## config.mk

```make
export PLATFORM = sky130hd
export DESIGN_NAME = usbfs_pkt_tx
export DESIGN_NICKNAME = d
export VERILOG_FILES = /design/src/rtl/usbfs_pkt_tx.sv
export SDC_FILE = /design/constraint.sdc
export NUM_CORES = 1
export LEC_CHECK = 0
export CORE_ASPECT_RATIO = 0.5
export CORE_MARGIN = 5
export CORE_UTILIZATION = 50
export CTS_BUF_LIST = sky130_fd_sc_hd__clkbuf_2 sky130_fd_sc_hd__clkbuf_4 sky130_fd_sc_hd__clkbuf_8
export CTS_CLUSTER_DIAMETER = 150
export DETAILED_ROUTE_END_ITERATION = 10
export PLACE_DENSITY = 0.73
export SLEW_MARGIN = 20
export SYNTH_ARGS = -nofsm -noshare
export SYNTH_HDL_FRONTEND = slang
export SYNTH_SLANG_ARGS = --single-unit
```

## constraint.sdc

```tcl
create_clock -name i_clk_48MHz -period 3.4 [get_ports i_clk_48MHz]
set_input_delay 0.51 -clock i_clk_48MHz [delete_from_list [all_inputs] [get_ports i_clk_48MHz]]
set_output_delay 0.51 -clock i_clk_48MHz [all_outputs]
set_load 0.02 [all_outputs]
```

## src/rtl/usbfs_pkt_tx.sv

```systemverilog
// USB full-speed packet transmitter: SYNC, PID, optional payload+CRC16 (or token+CRC5), EOP, NRZI with bit stuffing.
// Token packets (ADDR/ENDP + CRC5) are built only when USBFS_PKT_TX_TOKEN_EN is defined.
module usbfs_pkt_tx #(
  parameter int MAX_PKT = 8
) (
  input  logic                     i_clk_48MHz,
  input  logic                     i_rst_n,
  input  logic                     i_start,
  input  logic [3:0]               i_pid,
  input  logic [8*MAX_PKT-1:0]     i_data,
  input  logic [$clog2(MAX_PKT):0] i_data_nBytes,
`ifdef USBFS_PKT_TX_TOKEN_EN
  input  logic [6:0]               i_addr,
  input  logic [3:0]               i_endp,
`endif
  output logic                     o_ready,
  output logic                     o_done,
  output logic                     o_dp,
  output logic                     o_dn,
  output logic                     o_oe
);
  localparam int NBW = $clog2(MAX_PKT) + 1;

  typedef enum logic [3:0] {
    IDLE, SYNC, PID, DATA, CRC16, TOKEN, CRC5, EOP_SE0, EOP_J
  } stateType;

  stateType             state;
  logic [1:0]           phase;
  logic [3:0]           bitCnt;
  logic [2:0]           ones;
  logic [15:0]          crc16;
  logic [3:0]           pidReg;
  logic [8*MAX_PKT-1:0] dataReg;
  logic [NBW-1:0]       bytesLeft;
  logic [NBW-1:0]       nBytesClamped;
  logic [7:0]           pidByte;
  logic                 txBit;
`ifdef USBFS_PKT_TX_TOKEN_EN
  logic [15:0]          tokenReg;

  // Whole 16-bit token body, LSB first on the wire: ADDR, ENDP, then inverted CRC5 msb-first.
  function automatic logic [15:0] tokenWord(input logic [6:0] addr, input logic [3:0] endp);
    logic [10:0] field;
    logic [4:0]  crc;
    logic        fb;
    field = {endp, addr};
    crc   = 5'h1F;
    for (int i = 0; i < 11; i++) begin
      fb  = field[i] ^ crc[4];
      crc = {crc[3:0], 1'b0} ^ (fb ? 5'b00101 : 5'b00000);
    end
    return {~crc[0], ~crc[1], ~crc[2], ~crc[3], ~crc[4], field};
  endfunction
`endif

  assign nBytesClamped = (i_data_nBytes > NBW'(MAX_PKT)) ? NBW'(MAX_PKT) : i_data_nBytes;
  assign pidByte       = {~pidReg, pidReg};

  // State/bitCnt always name the next bit to be placed on the line.
  always_comb begin
    txBit = 1'b0;
    case (state)
      SYNC:    txBit = (bitCnt == 4'd7);
      PID:     txBit = pidByte[bitCnt[2:0]];
      DATA:    txBit = dataReg[0];
      CRC16:   txBit = ~crc16[4'd15 - bitCnt];
`ifdef USBFS_PKT_TX_TOKEN_EN
      TOKEN,
      CRC5:    txBit = tokenReg[0];
`endif
      default: txBit = 1'b0;
    endcase
  end

  always_ff @(posedge i_clk_48MHz or negedge i_rst_n) begin
    if (!i_rst_n) begin
      state     <= IDLE;
      phase     <= 2'd0;
      bitCnt    <= 4'd0;
      ones      <= 3'd0;
      crc16     <= 16'hFFFF;
      pidReg    <= 4'd0;
      dataReg   <= '0;
      bytesLeft <= '0;
`ifdef USBFS_PKT_TX_TOKEN_EN
      tokenReg  <= 16'd0;
`endif
      o_dp      <= 1'b1;
      o_dn      <= 1'b0;
      o_oe      <= 1'b0;
      o_ready   <= 1'b1;
      o_done    <= 1'b0;
    end else begin
      o_done <= 1'b0;
      if (state == IDLE) begin
        if (i_start) begin
          pidReg    <= i_pid;
          dataReg   <= i_data;
          bytesLeft <= nBytesClamped;
`ifdef USBFS_PKT_TX_TOKEN_EN
          tokenReg  <= tokenWord(i_addr, i_endp);
`endif
          crc16     <= 16'hFFFF;
          ones      <= 3'd0;
          phase     <= 2'd0;
          bitCnt    <= 4'd1;
          state     <= SYNC;
          o_dp      <= 1'b0;   // first SYNC bit is a 0, so the line goes straight to K
          o_dn      <= 1'b1;
          o_oe      <= 1'b1;
          o_ready   <= 1'b0;
        end
      end else begin
        phase <= phase + 2'd1;
        if (phase == 2'd3) begin
          if (ones == 3'd6) begin
            o_dp <= ~o_dp;
            o_dn <= ~o_dn;
            ones <= 3'd0;
          end else if (state == EOP_SE0) begin
            o_dp <= 1'b0;
            o_dn <= 1'b0;
            if (bitCnt == 4'd0) begin
              bitCnt <= 4'd1;
            end else begin
              bitCnt <= 4'd0;
              state  <= EOP_J;
            end
          end else if (state == EOP_J) begin
            if (bitCnt == 4'd0) begin
              o_dp   <= 1'b1;
              o_dn   <= 1'b0;
              bitCnt <= 4'd1;
            end else begin
              bitCnt  <= 4'd0;
              state   <= IDLE;
              o_oe    <= 1'b0;
              o_ready <= 1'b1;
              o_done  <= 1'b1;
            end
          end else begin
            if (!txBit) begin
              o_dp <= ~o_dp;
              o_dn <= ~o_dn;
            end
            ones <= txBit ? ones + 3'd1 : 3'd0;
            case (state)
              SYNC, PID: begin
                if (bitCnt == 4'd7) begin
                  bitCnt <= 4'd0;
                  if (state == SYNC) state <= PID;
                  else if (pidReg[1:0] == 2'b11) state <= (bytesLeft == '0) ? CRC16 : DATA;
`ifdef USBFS_PKT_TX_TOKEN_EN
                  else if (pidReg[1:0] == 2'b01) state <= TOKEN;
`endif
                  else state <= EOP_SE0;
                end else begin
                  bitCnt <= bitCnt + 4'd1;
                end
              end
              DATA: begin
                dataReg <= dataReg >> 1;
                crc16   <= {crc16[14:0], 1'b0} ^ ((dataReg[0] ^ crc16[15]) ? 16'h8005 : 16'h0000);
                if (bitCnt == 4'd7) begin
                  bitCnt    <= 4'd0;
                  bytesLeft <= bytesLeft - NBW'(1);
                  if (bytesLeft == NBW'(1)) state <= CRC16;
                end else begin
                  bitCnt <= bitCnt + 4'd1;
                end
              end
              CRC16: begin
                if (bitCnt == 4'd15) begin
                  bitCnt <= 4'd0;
                  state  <= EOP_SE0;
                end else begin
                  bitCnt <= bitCnt + 4'd1;
                end
              end
`ifdef USBFS_PKT_TX_TOKEN_EN
              TOKEN, CRC5: begin
                tokenReg <= tokenReg >> 1;
                if (state == TOKEN && bitCnt == 4'd10) begin
                  bitCnt <= 4'd0;
                  state  <= CRC5;
                end else if (state == CRC5 && bitCnt == 4'd4) begin
                  bitCnt <= 4'd0;
                  state  <= EOP_SE0;
                end else begin
                  bitCnt <= bitCnt + 4'd1;
                end
              end
`endif
              default: ;
            endcase
          end
        end
      end
    end
  end
endmodule
```

==> summary.md <==
| Metric | Value |
|---|---|
| Outcome | finished, final reports clean |
| Drt via density | around 5.5 |
| Post-route minimum period | 2.449 ns |
| Comb power frac | 0.446 |
| Hold Path Class | primary input to async pin |
| Starting density of the core | 0.5210 |
| Most frequent cell after synthesis | nand2_1 |
| CP cell instances | nor4_4, and2_1, a41o_1, o211ai_1, a221o_1, o21ai_1 |
| VDD IR max | 305.7 uV |
| Placed instance count | 823 |
| Met2 routed WL | roughly 6000 microns |
| CP endpoint | state[0] |
| Cell count after synthesis | between 600 and 700 |
| Post-synth top area cell | dfrtp_1 |
| Number of synthesis warnings | 0 |
| DRC Markers | 0 |
| Iteration-0 DRC Markers | 413 |
| Critical Path Source Type | flop |
| Setup Skew | between 0.015 and 0.02 ns |
| Layout cells sized above 1 | 0.08298 |
| WL met3 | between 600 and 700 microns |
| Hold_buf cts | 0 |
| Clk slew on worst S/H paths | 0.10 ns |
| Antenna Cells | 0 |
| Avg WL per Cell | 14.91 microns |
| Critical Path AT | between 2 and 3 ns |
| Post-Syn Area | around 0.0054 sq mm |
| Die Wd | between 150 and 200 microns |
| Nets | 776 |
| First-pass GRT wire length | between 20000 and 25000 microns |
| Asr flop ratio synth | 1.000 |
| Area of the multi-input gates | 0.002525 sq mm |
| Wl on met1 | roughly 5800 microns |
| Row cnt | 26 |
| Int Pwr | roughly 3.2 mW |
| Crit path max-delay cell type | dfrtp_1 |
| CTS tree | done |
| Yosys cell types | 55 |
| Crit path largest cell delay | approximately 0.6 ns |
| Antenna violations before repair | 0 |
| Largest net degree at the start of global routing | 72 |
| Switch Pwr | approximately 2.4 mW |
| Clock latency on the worst-skew pair | 0.38 ns |
| Top FF cell, synth | dfrtp_1 |
| Final setup vio count | 0 |
| Die H | around 84 microns |
| Die area | approximately 0.013 sq mm |
| Yosys reg bits | about 110 |
| Critical path class | flop to flop |
| Post-CTS Setup Repair Bufs | 0 |
| Total GRT Usage | 0.2000 |
| Synth area leaders | dfrtp_1 41%, nand2_1 13%, dfstp_2 8.7% |
| Max Buffers Root-to-Sink | 2 |
| DRT Pass-1 Iters | 5 |
| RR Endpoint | state[0] |
| Worst EP required | 3.71 ns |
| Relative slew slack | 0.5097 |
| Clk sinks | about 110 |
| Routability cong. | just over 0.9 |
| CP endpoint kind | flop |
| Final instance area | between 0.006 and 0.007 sq mm |
| Worst r2r src | state[3] |
| Max Freq | about 410 MHz |
| Setup slack, reg-to-reg | ~0.95 ns |
| Hold WS | about 0.17 ns |
| Post-CTS Resized | 0 |
| Vias in the first global route | ~4400 |
| Finished Layout Cells | ~840 |
| H-tree depth | 3 |
| Flop pwr share | 0.417 |
| Root buffer cell | clkbuf_8 |
| TritonCTS Buffers | 9 |
| Final Util | 0.6227 |
| Post-synth EDFFs | 0 |
| I/O pins | 80 |
| Yosys top cell area share | 0.4073 |
| Final Max Slew Viols | 0 |
| Crit path from | state[3] |
| Synth Area per Inst | about 8.5 sq um |
| Post-Synthesis Net Count | 720 |
| Core footprint | 0.01038 sq mm |
| DP Worst Slack | between 0.9 and 1 ns |
| Worst-Margin Slew | approximately 0.73 ns |
| Setup TNS | 0 ns |
| Most frequent cells after synthesis | 190 x nand2_1, 88 x dfrtp_1, 87 x nor2_1, 68 x a31oi_1, 28 x o21ai_0 |
| Crit-path max FO | 16 |
| Dpl hpwl | ~8400 microns |
| Synthesis-to-layout area growth | 19.53% |
| Final setup margin | 0.9508 ns |
| Hold Violations, Final | 0 |
| Top layer in use | met4 |
| FF+latch area | 0.002675 sq mm |
| Remaining antenna violation count | 0 |
| Vias | approximately 4600 |
| Unrepaired setup endpoints after global routing | no |
| Total Power | between 5 and 6 mW |
| MaxCap Viol Count | 0 |
| Clk pwr share | 0.137 |
| Fill count | between 900 and 1000 |
| R2r worst-path depth | 6 |
| Leak | around 2.7 nW |
| Placed inst area | about 0.0063 sq mm |
| Switch share | 0.4292 |
| Final worst path period share | 0.7204 |
| Grt total ovfl | 0 |
| Pwr Density | 869.4 mW/mm^2 |
| Final WL | roughly 13000 microns |
| Sequential-to-total area share from yosys stat | 0.4948 |
| IO Port Bufs | 79 |
==> cell type report <==
type,count,share of cell area
clock buffers,10,0.02130
clock inverters,6,0.008519
flip-flops and latches,106,0.4139
repair buffers,87,0.1332
multi-input cells,481,0.3907
well taps,140,0.02711
inverters,9,0.005227
==> flip-flops by register name, indices dropped and copies added, names as in the netlist <==
name / flops
dataReg: 64
o_ready: 1
o_oe: 1
phase: 2
bytesLeft: 4
bitCnt: 4
o_dp: 1
o_dn: 1
o_done: 1
crc16: 16
pidReg: 4
ones: 3
state: 4
==> power groups by stage <==
stage / logic [mW] / registers [mW] / clock network [mW]
2_1_floorplan: 2.04 / 2.18 / 0
3_3_place_gp: 2.44 / 2.35 / 0
3_5_place_dp: 2.51 / 2.36 / 0
4_1_cts: 2.52 / 2.34 / 0.793
5_1_grt: 2.88 / 2.43 / 0.854
6_report: 2.50 / 2.35 / 0.770
==> per-layer routing <==
layer	vias up	GRT usage
li1	2308	-
met1	2189	0.2857
met2	131	0.3048
met3	17	0.05023
met4	0	0.05230
met5	-	0
==> kinds of logic (layout without fill, tap and decap cells) <==
family                     count (synthesis)  in the layout  share of synthesized area
AOI/OAI and AO/OA                        139            139                     0.1636
xor gates and xnor gates                   4              4                   0.006481
adders and majority gates                  7              7                    0.01620
buffers and inverters                     51            112                    0.04166
and+or+nand+nor                          321            321                     0.2435
muxes                                     10             10                    0.03379
DFF                                      106            106                     0.4948
==> placed cells by master, fill, tap and decap left out, drive strengths merged, types with 3 or more instances in the layout <==
cell,Yosys,layout
nand2,190,190
dfrtp,88,88
nor2,87,87
clkdlybuf4s50,0,78
a31oi,68,68
o21ai,29,29
dfstp,18,18
nand3,15,15
a21oi,15,15
inv,9,12
clkbuf,20,10
buf,22,9
ha,7,7
nor3,7,7
nand3b,5,5
mux4,5,5
a22o,4,4
mux2i,4,4
nor3b,4,4
o211ai,3,3
o22ai,3,3
==> worst min-delay path by stage <==
stage              start  slack, ns           to  cells after the start
3_3_place_gp   pidReg[2]       0.46    pidReg[2]                      2
6_report         i_rst_n       0.17  dataReg[14]                      1
5_1_grt          i_rst_n       0.19  dataReg[14]                      1
2_1_floorplan    i_rst_n       0.21    bitCnt[0]                      0
4_1_cts          i_rst_n       0.17  dataReg[14]                      1
3_5_place_dp   pidReg[2]       0.47    pidReg[2]                      2
==> critical path: cells and delay by family (launching register included) <==
kind / cells / cell delay [ns]
AO/OA/AOI/OAI: 4 / 0.85
AND/OR/NAND/NOR: 2 / 0.94
flip-flops: 1 / 0.60
Note: power is estimated with default switching activity, not from simulation.
